**config.mk**
```make
export PLATFORM = sky130hd
export DESIGN_NAME = rate_divider_prog_flat
export DESIGN_NICKNAME = d
export VERILOG_FILES = /design/src/rtl/rate_divider_prog_if.sv /design/src/rtl/rate_divider_prog.sv /design/src/flat_wrapper.sv
export SDC_FILE = /design/constraint.sdc
export NUM_CORES = 1
export LEC_CHECK = 0
export BUFFER_PORTS_ARGS = -buffer_cell sky130_fd_sc_hd__clkbuf_2
export CORE_ASPECT_RATIO = 0.6
export CORE_MARGIN = 5
export CORE_UTILIZATION = 30
export DETAILED_ROUTE_END_ITERATION = 8
export GPL_TIMING_DRIVEN = 0
export PLACE_DENSITY = 0.52
export SLEW_MARGIN = 15
export SYNTH_ARGS = -nofsm -noshare
export SYNTH_HDL_FRONTEND = slang
export SYNTH_SLANG_ARGS = --single-unit
```
**constraint.sdc**
```tcl
create_clock -name clock -period 3.5 [get_ports clock]
set_input_delay 0.175 -clock clock [delete_from_list [all_inputs] [get_ports clock]]
set_output_delay 0.175 -clock clock [all_outputs]
set_load 0.005 [all_outputs]
```
**src/rtl/rate_divider_prog_if.sv**
```systemverilog
// rate_divider_prog_if: control and status bundle for the programmable rate divider
interface rate_divider_prog_if #(
  parameter int WIDTH  = 32,
  parameter int PCNT_W = 16
);
  logic              enable;
  logic              start;
  logic              stop;
  logic              one_shot;
  logic [WIDTH-1:0]  period_in;
  logic              period_load;
  logic              out_pulse;
  logic              busy;
  logic [WIDTH-1:0]  remaining;
  logic [PCNT_W-1:0] pulse_count;
  modport master (
    output enable, start, stop, one_shot, period_in, period_load,
    input  out_pulse, busy, remaining, pulse_count
  );
  modport slave (
    input  enable, start, stop, one_shot, period_in, period_load,
    output out_pulse, busy, remaining, pulse_count
  );
endinterface

```
**src/rtl/rate_divider_prog.sv**
```systemverilog
// rate_divider_prog: programmable down-counting rate divider with one-shot and queued reload
module rate_divider_prog #(
  parameter int WIDTH  = 32,
  parameter int PCNT_W = 16
) (
  input logic clock,
  input logic resetn,
  rate_divider_prog_if.slave bus
);
  localparam logic [0:0] IDLE = 1'b0;
  localparam logic [0:0] RUN  = 1'b1;
  logic [0:0]       state;
  logic [WIDTH-1:0] count;
  logic [WIDTH-1:0] pend;
  logic             mode;
  logic             start_ok;
  logic             run_en;
  logic             wrap;
  logic             load_ok;
  logic [WIDTH-1:0] next_pend;
  // stop beats start, and start beats any counting or reload in the same cycle
  always_comb begin
    start_ok  = bus.start && bus.period_in != '0;
    run_en    = state == RUN && bus.enable && !bus.stop && !start_ok;
    wrap      = run_en && count == '0;
    load_ok   = run_en && bus.period_load && bus.period_in != '0;
    next_pend = load_ok ? bus.period_in : pend;
  end
  always_ff @(posedge clock) begin
    if (!resetn) begin
      state           <= IDLE;
      count           <= '0;
      pend            <= '0;
      mode            <= 1'b0;
      bus.out_pulse   <= 1'b0;
      bus.pulse_count <= '0;
    end else begin
      bus.out_pulse <= wrap;
      if (bus.stop) begin
        state <= IDLE;
      end else if (start_ok) begin
        state <= RUN;
        count <= bus.period_in - 1'b1;
        pend  <= bus.period_in;
        mode  <= bus.one_shot;
      end else if (run_en) begin
        pend <= next_pend;
        if (count != '0) begin
          count <= count - 1'b1;
        end else begin
          bus.pulse_count <= bus.pulse_count + 1'b1;
          if (mode) state <= IDLE;
          else count <= next_pend - 1'b1;
        end
      end
    end
  end
  assign bus.busy      = state == RUN;
  assign bus.remaining = count;
endmodule
```
**src/flat_wrapper.sv**
```systemverilog
// flat-port wrapper written by rule: the top's interface ports become plain ports
module rate_divider_prog_flat 
#(
  parameter int WIDTH  = 32,
  parameter int PCNT_W = 16
)
  (clock, resetn, bus_enable, bus_start, bus_stop, bus_one_shot, bus_period_in, bus_period_load, bus_out_pulse, bus_busy, bus_remaining, bus_pulse_count);
  rate_divider_prog_if #(.WIDTH(WIDTH), .PCNT_W(PCNT_W)) bus_i ();
  input logic clock;
  input logic resetn;
  input wire logic [$bits(bus_i.enable)-1:0] bus_enable;
  input wire logic [$bits(bus_i.start)-1:0] bus_start;
  input wire logic [$bits(bus_i.stop)-1:0] bus_stop;
  input wire logic [$bits(bus_i.one_shot)-1:0] bus_one_shot;
  input wire logic [$bits(bus_i.period_in)-1:0] bus_period_in;
  input wire logic [$bits(bus_i.period_load)-1:0] bus_period_load;
  output wire logic [$bits(bus_i.out_pulse)-1:0] bus_out_pulse;
  output wire logic [$bits(bus_i.busy)-1:0] bus_busy;
  output wire logic [$bits(bus_i.remaining)-1:0] bus_remaining;
  output wire logic [$bits(bus_i.pulse_count)-1:0] bus_pulse_count;
  assign bus_i.enable = bus_enable;
  assign bus_i.start = bus_start;
  assign bus_i.stop = bus_stop;
  assign bus_i.one_shot = bus_one_shot;
  assign bus_i.period_in = bus_period_in;
  assign bus_i.period_load = bus_period_load;
  assign bus_out_pulse = bus_i.out_pulse;
  assign bus_busy = bus_i.busy;
  assign bus_remaining = bus_i.remaining;
  assign bus_pulse_count = bus_i.pulse_count;
  rate_divider_prog #(.WIDTH(WIDTH), .PCNT_W(PCNT_W)) u_core (.clock(clock), .resetn(resetn), .bus(bus_i));
endmodule
```
**Word level (Yosys, flattened, before mapping)**

Cells that the tools add are included.

- Mux-type cells: 11
- Reduce and logical (&&, ||, !) cells: 20
- Equal/unequal tests: 2
- Add/subtract/negate cells: 4
- Bitwise gates (word level): 4

Operators by type and width:

| operator | number |
|---|---|
| 32-bit 2-to-1 mux | 7 |
| 32-bit by 1-bit subtractor with 32-bit output (second input constant) | 3 |
| 32-bit nonzero test | 2 |
| 32-bit logical NOT | 1 |
| 16-bit by 1-bit adder with 16-bit output (second input constant) | 1 |
| 1-bit logical AND | 7 |
| 3-bit AND reduction | 2 |
| 1-bit 2-to-1 mux | 4 |
| 1-bit NOT | 4 |
| 2-bit AND reduction | 2 |
| 4-bit AND reduction | 1 |
| 2-bit nonzero test | 2 |
| 3-bit inequality test (second input constant) | 1 |
| 1-bit logical NOT | 2 |
| 2-bit by 1-bit inequality test with 1-bit output (second input constant) | 1 |
| 2-bit OR reduction | 1 |

- Input port bits: 39
- Register bits after elaboration: 83
- Logic and storage cells: 47

**Logic depth before layout (Yosys ltp)**

- Word-level depth: 12
- Gate-level depth with buffers: 14
- Depth with buffers taken out: 12

**Least setup slack after synthesis**

Ideal clock, no wire load.

- Path type: flip-flop to flip-flop
- From: register u_core.count[2], in the netlist u_core.bus.remaining[2]
- To: register u_core.count[10], in the netlist u_core.bus.remaining[10]
- Cell stages (with the launch flop): 15
- Data required time: 3.426 ns
- Path slack: 0.451 ns
- Arrival: 2.975 ns
- Buffers on the path: 2
- Cell sequence: dfxtp_1 -> nor4_1 -> nand4_2 -> or2_2 -> clkbuf_1 -> buf_1 -> a32oi_1 -> nand2_1 -> ha_1 -> inv_1 -> a221o_1 -> nand2b_1 -> nor2_1 -> or2_2 -> a31oi_1

- Word-level cells in the longest chain between the ends: 4
- Elaborated cells between the ends (all ways): 7

RTL lines:

| item | line | text |
|---|---|---|
| start: declaration | rate_divider_prog.sv:13 | `logic [WIDTH-1:0] count;` |
| start signal: assignment | rate_divider_prog.sv:43 | `count <= bus.period_in - 1'b1;` |
| start signal: assignment | rate_divider_prog.sv:49 | `count <= count - 1'b1;` |
| start signal: assignment | rate_divider_prog.sv:53 | `else count <= next_pend - 1'b1;` |
| 32-bit by 1-bit subtractor with 32-bit output or 32-bit nonzero test (tied branches) | rate_divider_prog.sv:49, rate_divider_prog.sv:48 |  |
| 32-bit 2-to-1 mux | rate_divider_prog.sv:48 | `if (count != '0) begin` |
| 32-bit 2-to-1 mux | rate_divider_prog.sv:46 | `end else if (run_en) begin` |
| 32-bit 2-to-1 mux | rate_divider_prog.sv:41 | `end else if (start_ok) begin` |

Parallel ways exist; a longest one is shown, timed or not. The select of a mux whose other input is x is not followed.
A chain may end at the register's enable or synchronous reset.

**Worst setup path after layout**

- From: register u_core.count[6], in the netlist u_core.bus.remaining[6]
- To: register u_core.count[29], in the netlist u_core.bus.remaining[29]

Same word-level chain as after synthesis.

==> qor.yml <==
critical_path:
  cp_common_cell: "buf_4"
  r2r_setup_slack_ns: 0.03
  timing_worst_setup_path_type: "flip-flop to flip-flop"
  end_kind: "flip-flop"
  critPathLaunchType: "flip-flop"
  cp.arrival_ns: 3.71
  cp_cell_sequence: "nor4_4 > nand4_4 > o31ai_4 > buf_4 > buf_4 > nand3b_1 > a222oi_1 > buf_4 > nand3_4 > nor4b_4 > buf_2 > a21oi_1 > nand3b_1"
  timing.rr.start: "u_core.bus.remaining[6]$_SDFFE_PN0P_"
  slowest_stage: "nor4_4"
  required_ns: 3.74
  cpPeakStageDelay_ns: 0.46
  rr_worst_depth: 13
  timing.rr.end: "u_core.bus.remaining[29]$_SDFFE_PN0P_"
  cp_max_fo: 6
floorplan:
  start_util_pct: 30.6
  num_rows: 35
  core_mm2: 0.0154
  die_y_um: 107
  die_width_um: 172
  ioPinCount: 89
  dieArea_mm2: 0.0184
synthesis:
  async_flop_share_pct: 0
  yosys.area.top_type: "dfxtp_1"
  synth.distinct_cells: 55
  ys.flop_type: "dfxtp_1"
  synth-warning-count: 0
  syn_area_mm2: 0.00471
  netlist_top_cells_area: "dfxtp_1 35%, mux2i_1 7.0%, nor2_1 5.8%"
  synth_fp_nets: 604
  syn_avg_cell_area_um2: 8.36
  netlist_instances: 563
  seq_area_frac_synth_pct: 35.3
  synth_edf_count: 0
  synth_top_area_share_pct: 35.3
  yosys_register_bits: 83
timing:
  setup_ws_ns: 0.0264
  rsz0062_at_grt: "yes"
  hold_viol_final: 0
  fin_crit_ns: 3.47
  fmax_mhz: 288
  fin_skew_ns: 0.0121
  worst_pin_slew_ns: 1.05
  maxSlewHeadroom_pct: 29.9
  fin_crit_sh_pct: 99.2
  finalMaxSlewViolations: 0
  setup_viol: 0
finish:
  stdcell_count: 892
  syn_to_final_growth_pct: 33.6
  fin_nets: 725
  layout-drive-gt1-share_pct: 28.7
  num_antenna_cells: 0
worst_hold_path:
  min_from: "bus_one_shot"
  hold_class: "primary input to flip-flop"
  min_path_cells: 3
  min_to: "u_core.mode$_SDFFE_PN0P_"
global_routing:
  antenna_found_initial: 0
  grt_use_met1_pct: 30.1
  grt.busiest_layer: "met1"
  grt_pass1_vias: 4800
  grt_max_degree: 16
  grtUsageMet2_pct: 26.0
  grtUsageTotal_pct: 19.8
  grt_pass1_wl_um: 27500
  grtUsageMet3_pct: 6.63
  overflow: 0
drt:
  vias: 5086
  routedWlPerCell_um: 20.8
  wl_um: 18600
  drt_pass1_iterations: 6
  drcViolationCount: 0
  drt-initial-drc-count: 410
  ant_nets: 0
  via_per_inst: 5.70
clocking:
  cts_num_sinks: 83
  clkLatencyLatePin_ns: 0.36
  cts_hold_buf: 0
  cts_root_buf: "clkbuf_16"
  clk_path_buf_depth: 2
  path_clk_slew_ns: 0.07
  tritoncts: "done"
  htreeDepth: 3
  cts_made_buffers: 9
place:
  place.gp.congestion: 0.885
  hpwl_um: 14200
  port_buffers: 87
  dp_cells: 853
  post-place-ws_ns: -1.19
power:
  ir_drop_mv: 0.201
  p_leak_nw: 2.58
  power_density_mw_per_mm2: 420
  p_total_mw: 2.64
outcome:
  status: "complete, no violations"
job:
  cap_violations: 0
-- Yosys cell counts (7+ instances only) --
| library cell | count |
|---|---|
| a32oi_1 | 16 |
| inv_1 | 17 |
| a211oi_1 | 8 |
| mux2i_1 | 33 |
| nand3b_1 | 20 |
| nor4_1 | 14 |
| nand2_1 | 41 |
| nand3_1 | 17 |
| xnor2_1 | 12 |
| nor3_1 | 21 |
| dfxtp_1 | 83 |
| nand4_1 | 11 |
| o21ai_0 | 22 |
| xor2_1 | 21 |
| o221ai_1 | 9 |
| a21oi_1 | 27 |
| or3_1 | 19 |
| clkbuf_1 | 22 |
| nor4_2 | 7 |
| nor2_1 | 73 |
-- per-stage QoR --
stage / instance area (µm²) / util, % / hold slack [ns] / setup TNS, ns
after floorplan: 4710 / - / 0.311 / 0
final: 6290 / 40.9 / 0.0446 / 0
after detailed placement: 5400 / 35.1 / 0.414 / -28.53
after global placement: 5400 / 35.1 / 0.420 / -25.69
after global routing: 6290 / 40.9 / 0.0679 / -0.343
after CTS: 5930 / 38.6 / 0.0342 / 0
-- cell type report --
type / instances / area (µm²)
Fill cell: 1553 / 9080
Multi-Input combinational cell: 433 / 3170
Sequential cell: 83 / 1670
Timing Repair Buffer: 111 / 637
Tap cell: 203 / 254
Clock buffer: 9 / 225
Buffer: 29 / 169
Clock inverter: 7 / 98.8
Inverter: 17 / 63.8
-- report_power, final --
| group | total, mW | leakage [nW] | internal (mW) | switching [mW] |
|---|---|---|---|---|
| clock network | 1.07 | 0.156 | 0.631 | 0.442 |
| logic | 0.514 | 1.74 | 0.208 | 0.306 |
| registers | 1.05 | 0.681 | 0.992 | 0.0592 |
| total | 2.64 | 2.58 | 1.83 | 0.807 |
-- state kept, by name, indices dropped and copies added, names as in the netlist --
register,count
u_core.bus.busy,1
u_core.bus.out_pulse,1
u_core.bus.pulse_count,16
u_core.bus.remaining,32
u_core.mode,1
u_core.pend,32
-- per-layer routing --
metal	wire (µm)	part of all wire, %
met1	9000	48
met2	7220	39
met5	0	0
met4	355	1.9
met3	1990	11
-- placed cells by master, fill, tap and decap left out, drive strengths merged, types with 2 or more instances in the layout --
cell    instances
nor3b           3
buf            33
and2            5
nand3          18
o22ai           3
o221ai         10
o21ai          25
nand2          42
inv            19
nor3           21
clkinv          2
clkbuf        116
and3            5
a222oi          3
ha              2
a211o           2
mux2i          33
a31o            2
nand3b         20
or2             2
nor4           23
a21o            4
xnor2          12
a32oi          16
xor2           21
a211oi          8
and4            3
nor2           73
dfxtp          83
a21oi          27
bufinv          2
a31oi           3
nand4          15
o221a           2
nor4b           2
or3            19
-- cells by family (layout without fill, tap and decap cells) --
family	Yosys count	after routing	share of synthesized area (%)
AOI/OAI and AO/OA	111	111	16.6
xor gates and xnor gates	33	33	6.14
adders and majority gates	2	2	0.531
buffers and inverters	47	173	4.20
DFF	83	83	35.3
muxes	33	33	7.02
and+or+nand+nor	254	254	30.2
-- worst max-delay path by stage --
stage,start,to,slack (ns)
detailed placement,u_core.bus.remaining[30]$_SDFFE_PN0P_,u_core.bus.remaining[27]$_SDFFE_PN0P_,-1.19
global route,u_core.bus.remaining[5]$_SDFFE_PN0P_,u_core.bus.remaining[31]$_SDFFE_PN0P_,-0.08
CTS,u_core.bus.remaining[14]$_SDFFE_PN0P_,u_core.bus.remaining[18]$_SDFFE_PN0P_,0.01
finish,u_core.bus.remaining[6]$_SDFFE_PN0P_,u_core.bus.remaining[29]$_SDFFE_PN0P_,0.03
global placement,u_core.bus.remaining[30]$_SDFFE_PN0P_,u_core.bus.remaining[27]$_SDFFE_PN0P_,-1.12
floorplan,u_core.bus.remaining[2]$_SDFFE_PN0P_,u_core.bus.remaining[10]$_SDFFE_PN0P_,0.45
-- critical path: cells and delay by family (launching register included) --
kind / cells / cell delay [ns]
and+or+nand+nor: 6 / 1.50
AOI/OAI and AO/OA: 3 / 0.78
buffers and inverters: 4 / 0.72
DFF: 1 / 0.36
-- timing repair --
action / in CTS / in global routing
setup endpoints to repair: 45 / 27
buffers inserted: 11 / 12
resized for setup: 25 / 54
pin swaps: 8 / 12
cloned: 0 / 1
(Power assumes the default switching activity.)
